==> src/rtl/mem_access_unit_pkg.sv <==
// Shared constants for the MEM-stage memory-access engine: access sizes,
// byte-lane mask width and the request FSM state encoding.
package mem_access_unit_pkg;

   localparam logic [1:0] MEM_SIZE_BYTE = 2'd0;
   localparam logic [1:0] MEM_SIZE_HALF = 2'd1;
   localparam logic [1:0] MEM_SIZE_WORD = 2'd2;

   localparam int MEM_SEL_W = 4;

   typedef enum logic [1:0] {
      ST_IDLE  = 2'd0,
      ST_WAIT  = 2'd1,
      ST_DONE  = 2'd2,
      ST_DRAIN = 2'd3
   } mau_state_t;

endpackage

==> src/rtl/mem_access_unit_align.sv <==
// Combinational byte-lane mask, store-data replication and misalignment
// detection for one load/store.
module mem_align
   import mem_access_unit_pkg::*;
#(
   parameter int DATA_WIDTH = 32
) (
   input  logic [1:0]            mem_size,
   input  logic [1:0]            addr_lo,
   input  logic [DATA_WIDTH-1:0] store_data,
   output logic [MEM_SEL_W-1:0]  lane_sel,
   output logic [DATA_WIDTH-1:0] lane_data,
   output logic                  misaligned
);

   always_comb begin
      lane_sel   = 4'b1111;
      lane_data  = store_data;
      misaligned = 1'b0;
      case (mem_size)
         MEM_SIZE_BYTE: begin
            lane_sel  = 4'b0001 << addr_lo;
            lane_data = {4{store_data[7:0]}};
         end
         MEM_SIZE_HALF: begin
            lane_sel   = 4'b0011 << {addr_lo[1], 1'b0};
            lane_data  = {2{store_data[15:0]}};
            misaligned = addr_lo[0];
         end
         MEM_SIZE_WORD: misaligned = |addr_lo;
         // size code 3 behaves as a word access
         default:       misaligned = |addr_lo;
      endcase
   end

endmodule

==> src/rtl/mem_access_unit.sv <==
// MEM-stage memory-access engine: issues byte-lane RAM requests, stalls the
// pipeline until the RAM answers, and hands the raw read word to MEM/WB.
module mem_access_unit
   import mem_access_unit_pkg::*;
#(
   parameter int ADDR_WIDTH = 32,
   parameter int DATA_WIDTH = 32
) (
   input  logic                  clk,
   input  logic                  rst,
   input  logic                  flush,
   input  logic                  stall_current_stage,
   input  logic                  mem_read_flag_in,
   input  logic                  mem_write_flag_in,
   input  logic [1:0]            mem_size_in,
   input  logic [ADDR_WIDTH-1:0] address_in,
   input  logic [DATA_WIDTH-1:0] store_data_in,
   input  logic                  ram_ready,
   input  logic [DATA_WIDTH-1:0] ram_read_data,
   output logic                  ram_en,
   output logic [3:0]            ram_write_en,
   output logic [ADDR_WIDTH-1:0] ram_addr,
   output logic [DATA_WIDTH-1:0] ram_write_data,
   output logic [DATA_WIDTH-1:0] ram_read_data_out,
   output logic [3:0]            mem_sel_out,
   output logic                  stall_request,
   output logic                  addr_error_load,
   output logic                  addr_error_store
);

   logic [MEM_SEL_W-1:0]  lane_sel;
   logic [DATA_WIDTH-1:0] lane_data;
   logic                  misaligned;

   mem_align #(.DATA_WIDTH(DATA_WIDTH)) u_align (
      .mem_size   (mem_size_in),
      .addr_lo    (address_in[1:0]),
      .store_data (store_data_in),
      .lane_sel   (lane_sel),
      .lane_data  (lane_data),
      .misaligned (misaligned)
   );

   mau_state_t            state;
   logic [ADDR_WIDTH-1:0] req_addr;
   logic [3:0]            req_wen;
   logic [DATA_WIDTH-1:0] req_wdata;
   logic [3:0]            req_sel;
   logic [DATA_WIDTH-1:0] cap_data;

   logic in_idle;
   logic issue;

   assign in_idle = (state == ST_IDLE);
   assign issue   = in_idle && (mem_read_flag_in || mem_write_flag_in) && !misaligned && !flush;

   assign addr_error_load  = in_idle && mem_read_flag_in  && misaligned && !flush;
   assign addr_error_store = in_idle && mem_write_flag_in && misaligned && !flush;

   always_comb begin
      ram_en            = 1'b0;
      ram_write_en      = 4'b0;
      ram_addr          = '0;
      ram_write_data    = '0;
      ram_read_data_out = '0;
      mem_sel_out       = 4'b0;
      stall_request     = 1'b0;
      case (state)
         ST_IDLE: begin
            if (issue) begin
               ram_en         = 1'b1;
               ram_addr       = {address_in[ADDR_WIDTH-1:2], 2'b00};
               ram_write_en   = mem_write_flag_in ? lane_sel : 4'b0;
               ram_write_data = mem_write_flag_in ? lane_data : '0;
               mem_sel_out    = lane_sel;
               stall_request  = !ram_ready;
               if (ram_ready) ram_read_data_out = ram_read_data;
            end
         end
         // WAIT and DRAIN replay the registered request so the RAM sees stable fields
         ST_WAIT: begin
            ram_en         = 1'b1;
            ram_addr       = req_addr;
            ram_write_en   = req_wen;
            ram_write_data = req_wdata;
            mem_sel_out    = req_sel;
            stall_request  = !ram_ready;
            if (ram_ready && !flush) ram_read_data_out = ram_read_data;
         end
         ST_DONE: begin
            mem_sel_out = req_sel;
            if (!flush) ram_read_data_out = cap_data;
         end
         ST_DRAIN: begin
            ram_en         = 1'b1;
            ram_addr       = req_addr;
            ram_write_en   = req_wen;
            ram_write_data = req_wdata;
            stall_request  = 1'b1;
         end
         default: ;
      endcase
   end

   always_ff @(posedge clk or negedge rst) begin
      if (!rst) begin
         state     <= ST_IDLE;
         req_addr  <= '0;
         req_wen   <= 4'b0;
         req_wdata <= '0;
         req_sel   <= 4'b0;
         cap_data  <= '0;
      end else begin
         case (state)
            ST_IDLE: begin
               if (issue) begin
                  req_addr  <= {address_in[ADDR_WIDTH-1:2], 2'b00};
                  req_wen   <= mem_write_flag_in ? lane_sel : 4'b0;
                  req_wdata <= mem_write_flag_in ? lane_data : '0;
                  req_sel   <= lane_sel;
                  if (!ram_ready) begin
                     state <= ST_WAIT;
                  end else if (stall_current_stage) begin
                     state    <= ST_DONE;
                     cap_data <= ram_read_data;
                  end
               end
            end
            ST_WAIT: begin
               if (ram_ready) begin
                  if (!flush && stall_current_stage) begin
                     state    <= ST_DONE;
                     cap_data <= ram_read_data;
                  end else begin
                     state <= ST_IDLE;
                  end
               end else if (flush) begin
                  state <= ST_DRAIN;
               end
            end
            ST_DONE: begin
               if (flush) begin
                  state    <= ST_IDLE;
                  cap_data <= '0;
               end else if (!stall_current_stage) begin
                  state <= ST_IDLE;
               end
            end
            ST_DRAIN: begin
               if (ram_ready) state <= ST_IDLE;
            end
            default: state <= ST_IDLE;
         endcase
      end
   end

endmodule

==> config.mk <==
export PLATFORM = sky130hd
export DESIGN_NAME = mem_access_unit
export DESIGN_NICKNAME = d
export VERILOG_FILES = /design/src/rtl/mem_access_unit_pkg.sv /design/src/rtl/mem_access_unit_align.sv /design/src/rtl/mem_access_unit.sv
export SDC_FILE = /design/constraint.sdc
export NUM_CORES = 1
export LEC_CHECK = 0
export ABC_AREA = 1
export BUFFER_PORTS_ARGS = -buffer_cell sky130_fd_sc_hd__buf_2
export CAP_MARGIN = 20
export CORE_MARGIN = 2
export CORE_UTILIZATION = 30
export CTS_BUF_LIST = sky130_fd_sc_hd__clkbuf_4
export DETAILED_ROUTE_END_ITERATION = 6
export GPL_ROUTABILITY_DRIVEN = 0
export PLACE_DENSITY = 0.6
export REMOVE_ABC_BUFFERS = 1
export SLEW_MARGIN = 20
export SYNTH_ARGS = -nofsm -noshare
export SYNTH_HDL_FRONTEND = slang
export SYNTH_HIERARCHICAL = 1
export SYNTH_SLANG_ARGS = --single-unit
==> constraint.sdc <==
create_clock -name clk -period 2.1 [get_ports clk]
set_input_delay 0.315 -clock clk [delete_from_list [all_inputs] [get_ports clk]]
set_output_delay 0.315 -clock clk [all_outputs]
set_load 0.03 [all_outputs]
* Word-level counts from Yosys, hierarchy flattened *
Cells that the tools add are included.

storage, ports and cells
  register bits = 104
  word-level logic and storage cells = 83

operators by class
  reduce and logical (&&, ||, !) cells = 24
  shift operators = 2
  equality and inequality tests = 13
  multiplexer cells = 38

operator list
  kind                                                                     number
  32-bit two-way mux                                                       12
  32-bit case mux with 2 select lines                                      3
  32-bit case mux with 3 select lines                                      2
  4-bit case mux with 2 select lines                                       3
  2-bit two-way mux                                                        9
  4-bit two-way mux                                                        3
  1-bit logical AND                                                        11
  2-bit inequality test, second input constant                             5
  3-bit inequality test, second input constant                             3
  2-bit case mux with 4 select lines                                       1
  6-bit AND reduction                                                      1
  2-bit OR reduction                                                       3
  5-bit AND reduction                                                      1
  2-bit by 1-bit == test with 1-bit output, second input constant          2
  2-bit == test, second input constant                                     2
  2-bit zero test                                                          2
  1-bit case mux with 2 select lines                                       2
  1-bit by 2-bit << shifter with 4-bit output, first input constant        1
  2-bit by 2-bit << shifter with 4-bit output, first input constant        1
  1-bit zero test                                                          3
  1-bit case mux with 3 select lines                                       1
  3-bit nonzero test                                                       1
  1-bit two-way mux                                                        2
  2-bit by 1-bit inequality test with 1-bit output, second input constant  1
  2 further kinds                                                          2

* Logic depth before layout (Yosys ltp) *
Gate-level depths: netlist of run 1.

  depth in word-level cells = 7
  depth in mapped cells = 12
  depth with buffers taken out = 9

* Cells and area by module *
Netlist of run 1, hierarchy kept.

by module, submodules not included
  module           area each (sq um)  cells each  instances
  mem_access_unit  6085.8             869         1
  mem_align        616.8              100         1

* Least setup slack after synthesis of run 1 *
Ideal clock, no wire load.

  path kind = flip-flop to output port
  start = reg state[0]
  end = out mem_sel_out[1]
  buffers on the path = 2
  data required time = 1.785 ns
  setup slack = -0.144 ns
  data arrival time = 1.929 ns
  cell stages (with the launch flop) = 11
  cell sequence = dfrtp_1 -> inv_1 -> ha_1 -> nand2_1 -> nand2_1 -> nand3_1 -> buf_4 -> inv_4 -> buf_6 -> nand2_1 -> a21oi_1

between the ends
  longest elaborated chain between the ends = 6
  elaborated cells between the ends (all ways) = 9
  those cells by class = eq/ne: 2; mux: 2; reduce/logical: 5

ends and longest elaborated chain
  element                               line                                          text
  start, declared                       mem_access_unit.sv:44                         mau_state_t state;
  start signal, assigned                mem_access_unit.sv:107                        state <= ST_IDLE;
  start signal, assigned                mem_access_unit.sv:122                        state <= ST_WAIT;
  start signal, assigned                mem_access_unit.sv:124                        state <= ST_DONE;
  2-bit zero test                       mem_access_unit.sv:54, mem_access_unit.sv:68
  1-bit logical AND (3 in series)       mem_access_unit.sv:55                         assign issue = in_idle && (mem_read_flag_in || mem_write_flag_in) && !misaligned && !flush;
  4-bit two-way mux                     mem_access_unit.sv:70                         if (issue) begin
  4-bit case mux with 2 select lines *  mem_access_unit.sv:68                         case (state)
  end, declared                         mem_access_unit.sv:25                         output logic [3:0] mem_sel_out,

Mark *: on every way between the ends. The rest lies on a longest branch, timed or not.

* Final worst setup path of run 1 *
  start = reg state[1]
  end = out ram_write_en[1]

between the ends
  longest elaborated chain between the ends = 6
  elaborated cells between the ends (all ways) = 9
  those cells by class = eq/ne: 2; mux: 2; reduce/logical: 5

ends and longest elaborated chain
  element                               line                                          text
  2-bit zero test                       mem_access_unit.sv:54, mem_access_unit.sv:68
  1-bit logical AND (3 in series)       mem_access_unit.sv:55
  4-bit two-way mux                     mem_access_unit.sv:70
  4-bit case mux with 2 select lines *  mem_access_unit.sv:68
  end, declared                         mem_access_unit.sv:21                         output logic [3:0] ram_write_en,

Marked as above.

==> results of run 1 <==
[layout by cell type, fill, tap and decap left out, types with 6 or more instances in the layout]
master,n
nand3_2,32
buf_6,46
dfrtp_1,104
inv_1,44
clkbuf_4,10
nand2_1,381
nand3_1,41
buf_12,16
a21oi_2,39
diode_2,6
buf_4,96
nor2_1,82
o21bai_1,36
nand2_4,11
o21a_1,36
nand2_2,10
buf_2,105
o21ai_0,10
dlygate4sd3_1,21
a21oi_1,29
nand3_4,11
[area by class of cell]
class                   instances  area share, %
diodes                          6         0.1514
clock buffers                  10         0.7569
clock inverters                 6         0.8452
inverters                      51          2.132
multi-input cells             739          40.25
flip-flops and latches        104          26.24
well taps                     280          3.532
repair buffers                295          26.09
[timing repair]
item | CTS | global route
cloned | 9 | 3
resized for setup | 194 | 94
endpoints found under the setup margin | 104 | 137
buffers inserted | 8 | 6
hold endpoints to repair | 59 | 0
hold buffers | 21 | 0
pin swaps | 5 | 25
[registers in the layout, indices dropped and copies added, names as in the netlist]
register and flops:
state 2, req_wdata 32, req_addr 30, req_wen 4, req_sel 4, cap_data 32
[per-stage QoR]
step           power, mW  std cells  area [sq um]  utilization (%)  TNS, ns
2_1_floorplan      7.362        894          6227                -  -292.92
3_3_place_gp       9.607       1424          8117            37.08        0
3_5_place_dp       9.687       1424          8117            37.08        0
4_1_cts            12.38       1478          9412            42.99   -36.65
5_1_grt            13.67       1491          9918            45.31   -49.00
6_report           12.76       1491          9918            45.31   -33.15
[power by group through the flow]
stage | clock (mW) | sequential (mW) | combinational, mW
3_3_place_gp | 0 | 3.32 | 6.29
2_1_floorplan | 0 | 3.25 | 4.11
5_1_grt | 1.36 | 3.43 | 8.88
6_report | 1.21 | 3.33 | 8.22
3_5_place_dp | 0 | 3.33 | 6.36
4_1_cts | 1.29 | 3.30 | 7.79
[worst min-delay path, cell delays in order]
cell	delay, ns
buf_2	0.08
nand2_1	0.06
nand2_1	0.06
[synth_stat cells, drive strengths merged]
master    n  area, sq um
clkbuf   29        128.9
a21oi    71        359.1
nor2     86        341.6
nor3      2        10.01
o21bai   36        270.3
conb      1        3.750
o21ai    13        65.06
nand3    84        500.5
buf      47        350.3
nand2   404         1539
o21a     36        270.3
ha        5        62.56
dfrtp   104         2603
inv      51        198.9
[path summary, 6_finish.rpt]
path,from,end,slack [ns]
worst max-delay path,state[1]$_DFFE_PN0P_,ram_write_en[1],-0.40
worst min register to register,cap_data[17]$_DFFE_PN0P_,cap_data[17]$_DFFE_PN0P_,0.49
max in group asynchronous,rst,cap_data[17]$_DFFE_PN0P_,1.11
min in group asynchronous,rst,cap_data[28]$_DFFE_PN0P_,0.40
worst max register to register,state[0]$_DFFE_PN0P_,cap_data[25]$_DFFE_PN0P_,0.14
worst min-delay path,address_in[14],req_addr[14]$_DFFE_PN0P_,0.06
[kinds of logic (layout without fill, tap and decap cells)]
group | count (synthesis) | count (layout)
compound gates | 156 | 156
simple gates | 576 | 576
other cells | 1 | 8
flops | 104 | 104
fa+ha+maj | 5 | 5
buf+inv | 127 | 362
[layer usage]
layer | routed length [um] | track usage (%)
met5 | 0 | 0
met1 | 10310 | 24.90
met4 | 720 | 8.737
met3 | 1031 | 3.147
met2 | 11710 | 31.34
==> impl_metrics.tcl, run 1 <==
set metrics [dict create \
    grt_pass1_wl_mm 36.36 \
    yosysUniqueCellTypes 28 \
    rsz0062_at_grt "true" \
    cts_made_buffers 9 \
    routed_via_density 4.881 \
    cts_root_buf "clkbuf_4" \
    hold_violations 0 \
    finClkSkew_ns 0.02576 \
    drive_gt1_share_pct 34.11 \
    grt_usage_pct 19.16 \
    intPower_mw 6.663 \
    cp-end-kind "output pin" \
    port_buffers 210 \
    seqPwrFrac_pct 26.1 \
    setup_violations 104 \
    pwr-share-clk_pct 9.5 \
    cts_buffer_depth 2 \
    hpwl_mm 14.37 \
    relSlewSlack_pct 56.67 \
    path_buf_inv 3 \
    die_w_um 153.5 \
    cp-start-kind "flop" \
    synthCells 969 \
    area_growth_pct 47.97 \
    routedWlPerCell_um 15.94 \
    dp_slack_ns 0.01577 \
    maxCapViolCount 0 \
    pwr-share-comb_pct 64.4 \
    first_pass_iters 7 \
    postRouteAntennaNets 0 \
    pin_count 213 \
    post-route-min-period_ns 2.503 \
    synth_xor_area_share_pct 0 \
    tightest_slew_ns 0.6499 \
    crit_chain "inv_2, ha_4, nand2_4, nand2_4, nand3_4, buf_12, nor2_1, o21a_1, buf_4" \
    sw_frac_of_total_pct 47.79 \
    synthAdderAreaFrac_pct 0.9334 \
    synth_seq_area_share_pct 38.83 \
    cp_max_fo 50 \
    outcome "finished, violations left" \
    worstSetupPathType "reg2out" \
    crit_top_cell "nand2_4" \
    htreeDepth 3 \
    yosys.area_share.simple_pct 35.67 \
    synth_area_sq_um 6703 \
    drv_slew 0 \
    synth_mux_area_share_pct 0 \
    synth_compound_area_share_pct 14.39 \
    seq_area_sq_um 2603 \
    fin_nets 1310 \
    r2r_cells 11 \
    max_stage_delay_ns 0.42 \
    drt_iter0_drc 509 \
    antenna_found_initial 6 \
    synth_top_family_by_area "simple AND/OR/NAND/NOR gates" \
    violations "negative setup slack" \
    grt_pass1_vias 6952 \
    rows 54 \
    post-route-period-util_pct 119.2 \
    routed_wl_mm 23.77 \
    hold_path_class "in2reg" \
    max_clock_freq_mhz 399.5 \
    clk-insertion-delay-late_ns 0.49 \
    critPathRequiredTime_ns 1.78 \
    whs_ns 0.05715 \
    path_clk_slew_ns 0.16 \
    gr-total-overflow 0 \
    cpMaxStageDelayCell "dfrtp_1" \
    switchingPower_mw 6.098 \
    irDropWorstVdd_mv 0.5877 \
    num-fill-cells 2197 \
    initial_core_util_pct 30.62 \
    die-area_sq_um 23550 \
    ys_warn_count 6 \
    hold_depth 3 \
    drc_errors 0 \
    crit_family "buffers and inverters" \
    cts_sinks 104 \
    cts_tree "done" \
    dieHeight_um 153.5 \
    multi_input_area_sq_um 3993 \
    worstPathArrival_ns 2.19 \
    leakage_nw 4.992 \
    coreArea_sq_um 21890 \
    setup_ws_ns -0.4030 \
    vias 7278 \
    ys_ff_latch 104 \
    grt_max_degree 51 \
    post_synth.cell_area_avg_sq_um 6.917 \
    p_per_area_nw_per_um2 1287 \
    crit_cells 9 \
]
(Power assumes the default switching activity.)
==> inputs of run 2 (changes only) <==
ABC_AREA = 0   (was 1)
PLACE_DENSITY = 0.61   (was 0.6)
==> run 2 against run 1 <==
- the flow still finishes with violations (negative setup slack)
- hold slack improved by 0.00088 ns
- non-clock buffer count rose by 7
- first-iteration DRC count fell by 44%
- sequential share of layout area rose by 3.8 points
- synthesized area fell by 14%
- die area fell by 13%
- sequential power rose by 5%
- combinational power fell by 17%
- critical path depth did not move
- flip-flop and latch count did not move
- largest power group unchanged
==> impl_metrics.tcl, run 2 <==
set metrics [dict create \
    max_clock_freq_mhz 387.2 \
    cp_max_fo 9 \
    grt_max_degree 105 \
    drive_gt1_share_pct 46.40 \
    synth_area_leaders "dfrtp_1 (45%), a22o_1 (10%), nand2_1 (9.5%)" \
    final_common_cell "nand2_1" \
    cts_made_buffers 9 \
    crit_family "buffers and inverters" \
    irDropWorstVdd_mv 0.6389 \
    drv_slew 0 \
    whs_ns 0.05803 \
    post_synth.cell_area_avg_sq_um 9.090 \
    antenna_found_initial 1 \
    fin_nets 995 \
    max_stage_delay_ns 0.44 \
    crit_chain "inv_2, ha_4, buf_4, nor4b_4, buf_6, buf_12, nand2_2, a21oi_2, buf_6" \
    largestRegisters "cap_data x32, req_wdata x32, req_addr x30" \
    routed_wl_mm 19.18 \
    p_total_mw 11.41 \
    most-common-layout-cells "nand2_1 (138), buf_4 (137), dfrtp_1 (104)" \
    grt_pass1_wl_mm 28.12 \
    first_pass_iters 5 \
    post-route-min-period_ns 2.582 \
    cts_sinks 104 \
    tightest_slew_ns 0.8145 \
    hold_violations 0 \
    post-route-period-util_pct 123.0 \
    drc_errors 0 \
    grt_usage_pct 17.30 \
    maxCapViolCount 0 \
    die-area_sq_um 20430 \
    rsz0062_at_grt "true" \
    worstSetupPathType "reg2out" \
    synth_seq_area_share_pct 44.94 \
    hold_path_class "in2reg" \
    grt_pass1_vias 5601 \
    drt_iter0_drc 286 \
    die_w_um 142.9 \
    coreArea_sq_um 18830 \
    synthFlopType "dfrtp_1" \
    cts_tree "done" \
    crit_top_cell "buf_6" \
    gr-total-overflow 0 \
    cts_buffer_depth 2 \
    pin_count 213 \
    synth_common_cells "nand2_1 (147), dfrtp_1 (104), nor2_1 (74)" \
    worstPathArrival_ns 2.27 \
    routedWlPerCell_um 16.66 \
    synthArstFlopShare_pct 100.0 \
    ys_ff_latch 104 \
    synth_edf_count 0 \
    synthCells 637 \
    cp-end-kind "output pin" \
    htreeDepth 3 \
    yosysTopAreaCellShare_pct 44.94 \
    cp-start-kind "flop" \
    yosys.area.top_type "dfrtp_1" \
    ys_warn_count 6 \
    outcome "finished, violations left" \
    synth_area_sq_um 5791 \
    cpMaxStageDelayCell "dfrtp_1" \
    leakage_nw 4.275 \
    rows 50 \
    p_per_area_nw_per_um2 1318 \
    finClkSkew_ns 0.01672 \
    routed_via_density 4.937 \
    path_clk_slew_ns 0.18 \
    setup_ws_ns -0.4824 \
    dieHeight_um 142.9 \
    postRouteAntennaNets 0 \
    num-fill-cells 1813 \
    path_buf_inv 5 \
    yosysUniqueCellTypes 41 \
    relSlewSlack_pct 45.70 \
    area_growth_pct 49.48 \
    vias 5682 \
    yosysMostFrequentCell "nand2_1" \
    cts_root_buf "clkbuf_4" \
    critPathRequiredTime_ns 1.78 \
    clk-insertion-delay-late_ns 0.48 \
    violations "negative setup slack" \
    hpwl_mm 11.57 \
    port_buffers 210 \
    setup_violations 116 \
    initial_core_util_pct 30.75 \
]
-- run 2: cell types whose count changed after synthesis, sizes merged, moves of 34 or more --
cell    change
o21bai     -34
inv        -47
a21oi      -35
nand2     -257
a22oi      +68
a22o       +68
nand3      -84
o21a       -35
-- run 2: what timing repair did --
| action | 4_1_cts | 5_1_grt |
|---|---|---|
| gates cloned | 4 | 5 |
| setup endpoints to repair | 176 | 136 |
| gates resized for setup | 139 | 93 |
| hold endpoints to repair | 104 | 0 |
| buffers inserted | 4 | 9 |
| pin swaps | 4 | 24 |
| hold buffers | 1 | 0 |
-- run 2: cells by family after synthesis --
logic type,count (synthesis),share of synthesized area (%)
DFF,104,44.94
other,1,0.06476
muxes,26,4.862
AOI/OAI and AO/OA,193,25.06
adders and majority gates,5,1.080
and+or+nand+nor,238,16.88
buffers and inverters,70,7.109
-- run 2: cell type report --
cell class              count  area (sq um)  share of cell area (%)
repair buffers            302          2476                   28.61
inverters                   4         15.01                  0.1735
well taps                 260         325.3                   3.758
clock buffers               9         67.56                  0.7806
clock inverters             7         71.32                  0.8239
multi-input cells         464          3095                   35.76
flip-flops and latches    104          2603                   30.07
diodes                      1         2.502                 0.02891
-- run 2: per-layer routing --
metal	track usage (%)	up-vias	routed length (um)
met2	27.35	142	9304
li1	-	2730	-
met3	2.884	43	712
met5	0	-	0
met4	8.598	0	673
met1	22.92	2767	8487
-- run 2: power by group --
part           switching (mW)  internal [mW]  total, mW
registers               0.553           2.93       3.48
logic                    3.81           3.03       6.84
clock network           0.724          0.367       1.09
total                    5.09           6.32       11.4
-- run 2: metrics by stage --
stage	TNS (ns)	worst slack, ns	utilization [%]	cells	cell area, sq um
after global placement	-7.992	-0.1145	39.63	1112	7463
after floorplan	-230.06	-1.896	-	572	5398
final	-44.46	-0.4824	45.97	1151	8656
after detailed placement	-12.20	-0.1561	39.63	1112	7463
after CTS	-44.37	-0.5033	43.28	1137	8149
after global routing	-59.75	-0.6121	45.97	1151	8656
-- run 2: tightest hold or removal path, stage by stage --
cell	delay [ns]
buf_2	0.09
nand2_2	0.05
nand2_1	0.05
-- run 2: worst paths after layout --
path | slack [ns] | cells after the start | endpoint | from
worst max-delay path | -0.48 | 9 | ram_addr[15] | state[1]$_DFFE_PN0P_
worst min-delay path | 0.06 | 3 | req_addr[23]$_DFFE_PN0P_ | address_in[23]
worst max register to register | -0.09 | 10 | req_wdata[2]$_DFFE_PN0P_ | state[1]$_DFFE_PN0P_
worst min register to register | 0.49 | 2 | req_addr[3]$_DFFE_PN0P_ | req_addr[3]$_DFFE_PN0P_
max in group asynchronous | 1.19 | 3 | req_addr[20]$_DFFE_PN0P_ | rst
min in group asynchronous | 0.37 | 3 | cap_data[16]$_DFFE_PN0P_ | rst
==> inputs of run 3 (changes only) <==
REMOVE_ABC_BUFFERS = unset   (was 1)
==> run 3 against run 2 <==
- the flow still finishes with violations (negative setup slack)
- sequential power rose by 1%
- worst setup slack improved by 0.060 ns
- flip-flop and latch count did not move
- count of clock-buffer cells in the layout rose by 1
- wire length rose by 7.2%
- register-to-register slack improved by 0.14 ns
- power rose by 8.3%
- hold slack improved by 0.025 ns
- critical path type unchanged
==> impl_metrics.tcl, run 3 (synthesis results as in run 2) <==
set metrics [dict create \
    cts_root_buf "clkbuf_4" \
    die_w_um 142.9 \
    irDropWorstVdd_mv 0.7741 \
    postRouteAntennaNets 0 \
    drv_slew 0 \
    grt_usage_pct 19.49 \
    holdPathEnd "cap_data[16]$_DFFE_PN0P_" \
    setup_ws_ns -0.4221 \
    largestRegisters "cap_data x32, req_wdata x32, req_addr x30" \
    port_buffers 210 \
    rsz0062_at_grt "true" \
    cp-start-kind "flop" \
    gr-total-overflow 0 \
    cts_made_buffers 9 \
    post-route-period-util_pct 120.1 \
    regToRegSetupSlack_ns 0.05 \
    dieHeight_um 142.9 \
    crit_top_cell "buf_6" \
    grt_max_degree 71 \
    grtUsageMet3_pct 3.387 \
    clk-insertion-delay-late_ns 0.48 \
    routedWlPerCell_um 17.44 \
    area_growth_pct 68.28 \
    max_clock_freq_mhz 396.5 \
    r2r-start "state[1]$_DFFE_PN0P_" \
    htreeDepth 3 \
    cpMaxStageDelayCell "dfrtp_1" \
    final_area_sq_um 9744 \
    finClkSkew_ns 0.01666 \
    final_common_cell "nand2_1" \
    hpwl_mm 12.59 \
    worstPathArrival_ns 2.21 \
    met1_usage_pct 25.66 \
    path_clk_slew_ns 0.16 \
    violations "negative setup slack" \
    grt.met2_usage_pct 31.73 \
    cts_sinks 104 \
    coreArea_sq_um 18830 \
    outcome "finished, violations left" \
    hold_violations 0 \
    worstSetupPathType "reg2out" \
    r2r_cells 8 \
    grt_pass1_wl_mm 31.42 \
    drc_errors 0 \
    hold_depth 2 \
    p_total_mw 12.36 \
    place_area_sq_um 7786 \
    crit_chain "inv_2, ha_4, nand2_2, o41ai_4, buf_6, clkbuf_16, a22oi_2, nor2_2, buf_6" \
    tightest_slew_ns 0.5620 \
    drt_iter0_drc 274 \
    die-area_sq_um 20430 \
    pin_count 213 \
    first_pass_iters 4 \
    cp-end-kind "output pin" \
    initial_core_util_pct 30.75 \
    max_stage_delay_ns 0.42 \
    vias 5977 \
    drive_gt1_share_pct 61.76 \
    maxCapViolCount 0 \
    relSlewSlack_pct 62.53 \
    antenna_found_initial 1 \
    worstReg2RegEnd "cap_data[18]$_DFFE_PN0P_" \
    p_per_area_nw_per_um2 1268 \
    cp_max_fo 6 \
    routed_wl_mm 20.56 \
    setup_violations 105 \
    busiest_layer "met2" \
    hold_path_class "in2reg" \
    hp-start "ram_read_data[16]" \
    cts_tree "done" \
    routed_via_density 5.070 \
    rows 50 \
    post-route-min-period_ns 2.522 \
    fin_nets 1023 \
    cts_buffer_depth 2 \
    leakage_nw 4.588 \
    grt_pass1_vias 5923 \
    most-common-layout-cells "nand2_1 (116), buf_6 (111), dfrtp_1 (104)" \
    critPathRequiredTime_ns 1.78 \
]
run 3: cell count changes in the layout (fill, tap and decap cells not counted), moves of 22 or more:
cell	change
buf_6	+72
nor2_1	-60
nor2_2	+60
buf_4	-47
a22oi_1	-37
a22oi_2	+37
nand2_1	-22
run 3: through the flow:
stage	std cells	util, %	setup slack, ns	TNS [ns]	hold WS (ns)
after floorplan	638	-	-0.1328	-3.798	0.01941
after global placement	1120	41.35	-0.1634	-17.56	0.2942
after detailed placement	1120	41.35	-0.1798	-19.57	0.2912
after CTS	1165	50.19	-0.4859	-42.18	0.02674
after global routing	1179	51.75	-0.5941	-52.57	0.02325
final	1179	51.75	-0.4221	-35.36	0.08293
run 3: where the power goes:
group	total, mW	internal (mW)	switching (mW)
clock network	1.23	0.503	0.723
logic	7.60	3.41	4.19
registers	3.53	2.93	0.599
run 3: final cells by class:
class                           count  area, sq um
Inverter                            4        15.01
Clock buffer                       10        75.07
Timing Repair Buffer              330         2994
Tap cell                          260        325.3
Antenna cell                        1        2.502
Multi-Input combinational cell    464         3637
Sequential cell                   104         2603
Fill cell                        1712         9086
Clock inverter                      6        92.59
run 3: how the worst max path moves through the flow:
stage / startpoint / endpoint / slack, ns
2_1_floorplan: state[0]$_DFFE_PN0P_ / ram_read_data_out[11] / -0.13
3_3_place_gp: state[0]$_DFFE_PN0P_ / ram_read_data_out[20] / -0.16
3_5_place_dp: state[1]$_DFFE_PN0P_ / ram_read_data_out[10] / -0.18
4_1_cts: state[1]$_DFFE_PN0P_ / ram_write_data[10] / -0.49
5_1_grt: state[0]$_DFFE_PN0P_ / ram_read_data_out[10] / -0.59
6_report: state[0]$_DFFE_PN0P_ / ram_read_data_out[10] / -0.42
run 3: critical path: cells and delay by family, from the launching register on:
kind | cells | cell delay (ns)
AO/OA/AOI/OAI | 2 | 0.36
adder cells (fa/ha/maj) | 1 | 0.17
buffers and inverters | 4 | 0.59
flip-flops | 1 | 0.42
AND/OR/NAND/NOR | 2 | 0.21
run 3: per-layer routing:
metal	vias up	wire (um)
met5	-	0
met4	0	618
met3	35	1088
met2	197	10190
met1	2961	8660
li1	2784	-
run 3: what timing repair did:
action / in CTS / in global routing
resized for setup: 319 / 38
buffers inserted: 19 / 13
pin swaps: 47 / 50
endpoints found under the hold margin: 29 / 0
setup endpoints to repair: 202 / 166
hold buffers: 1 / 0
cloned: 9 / 3
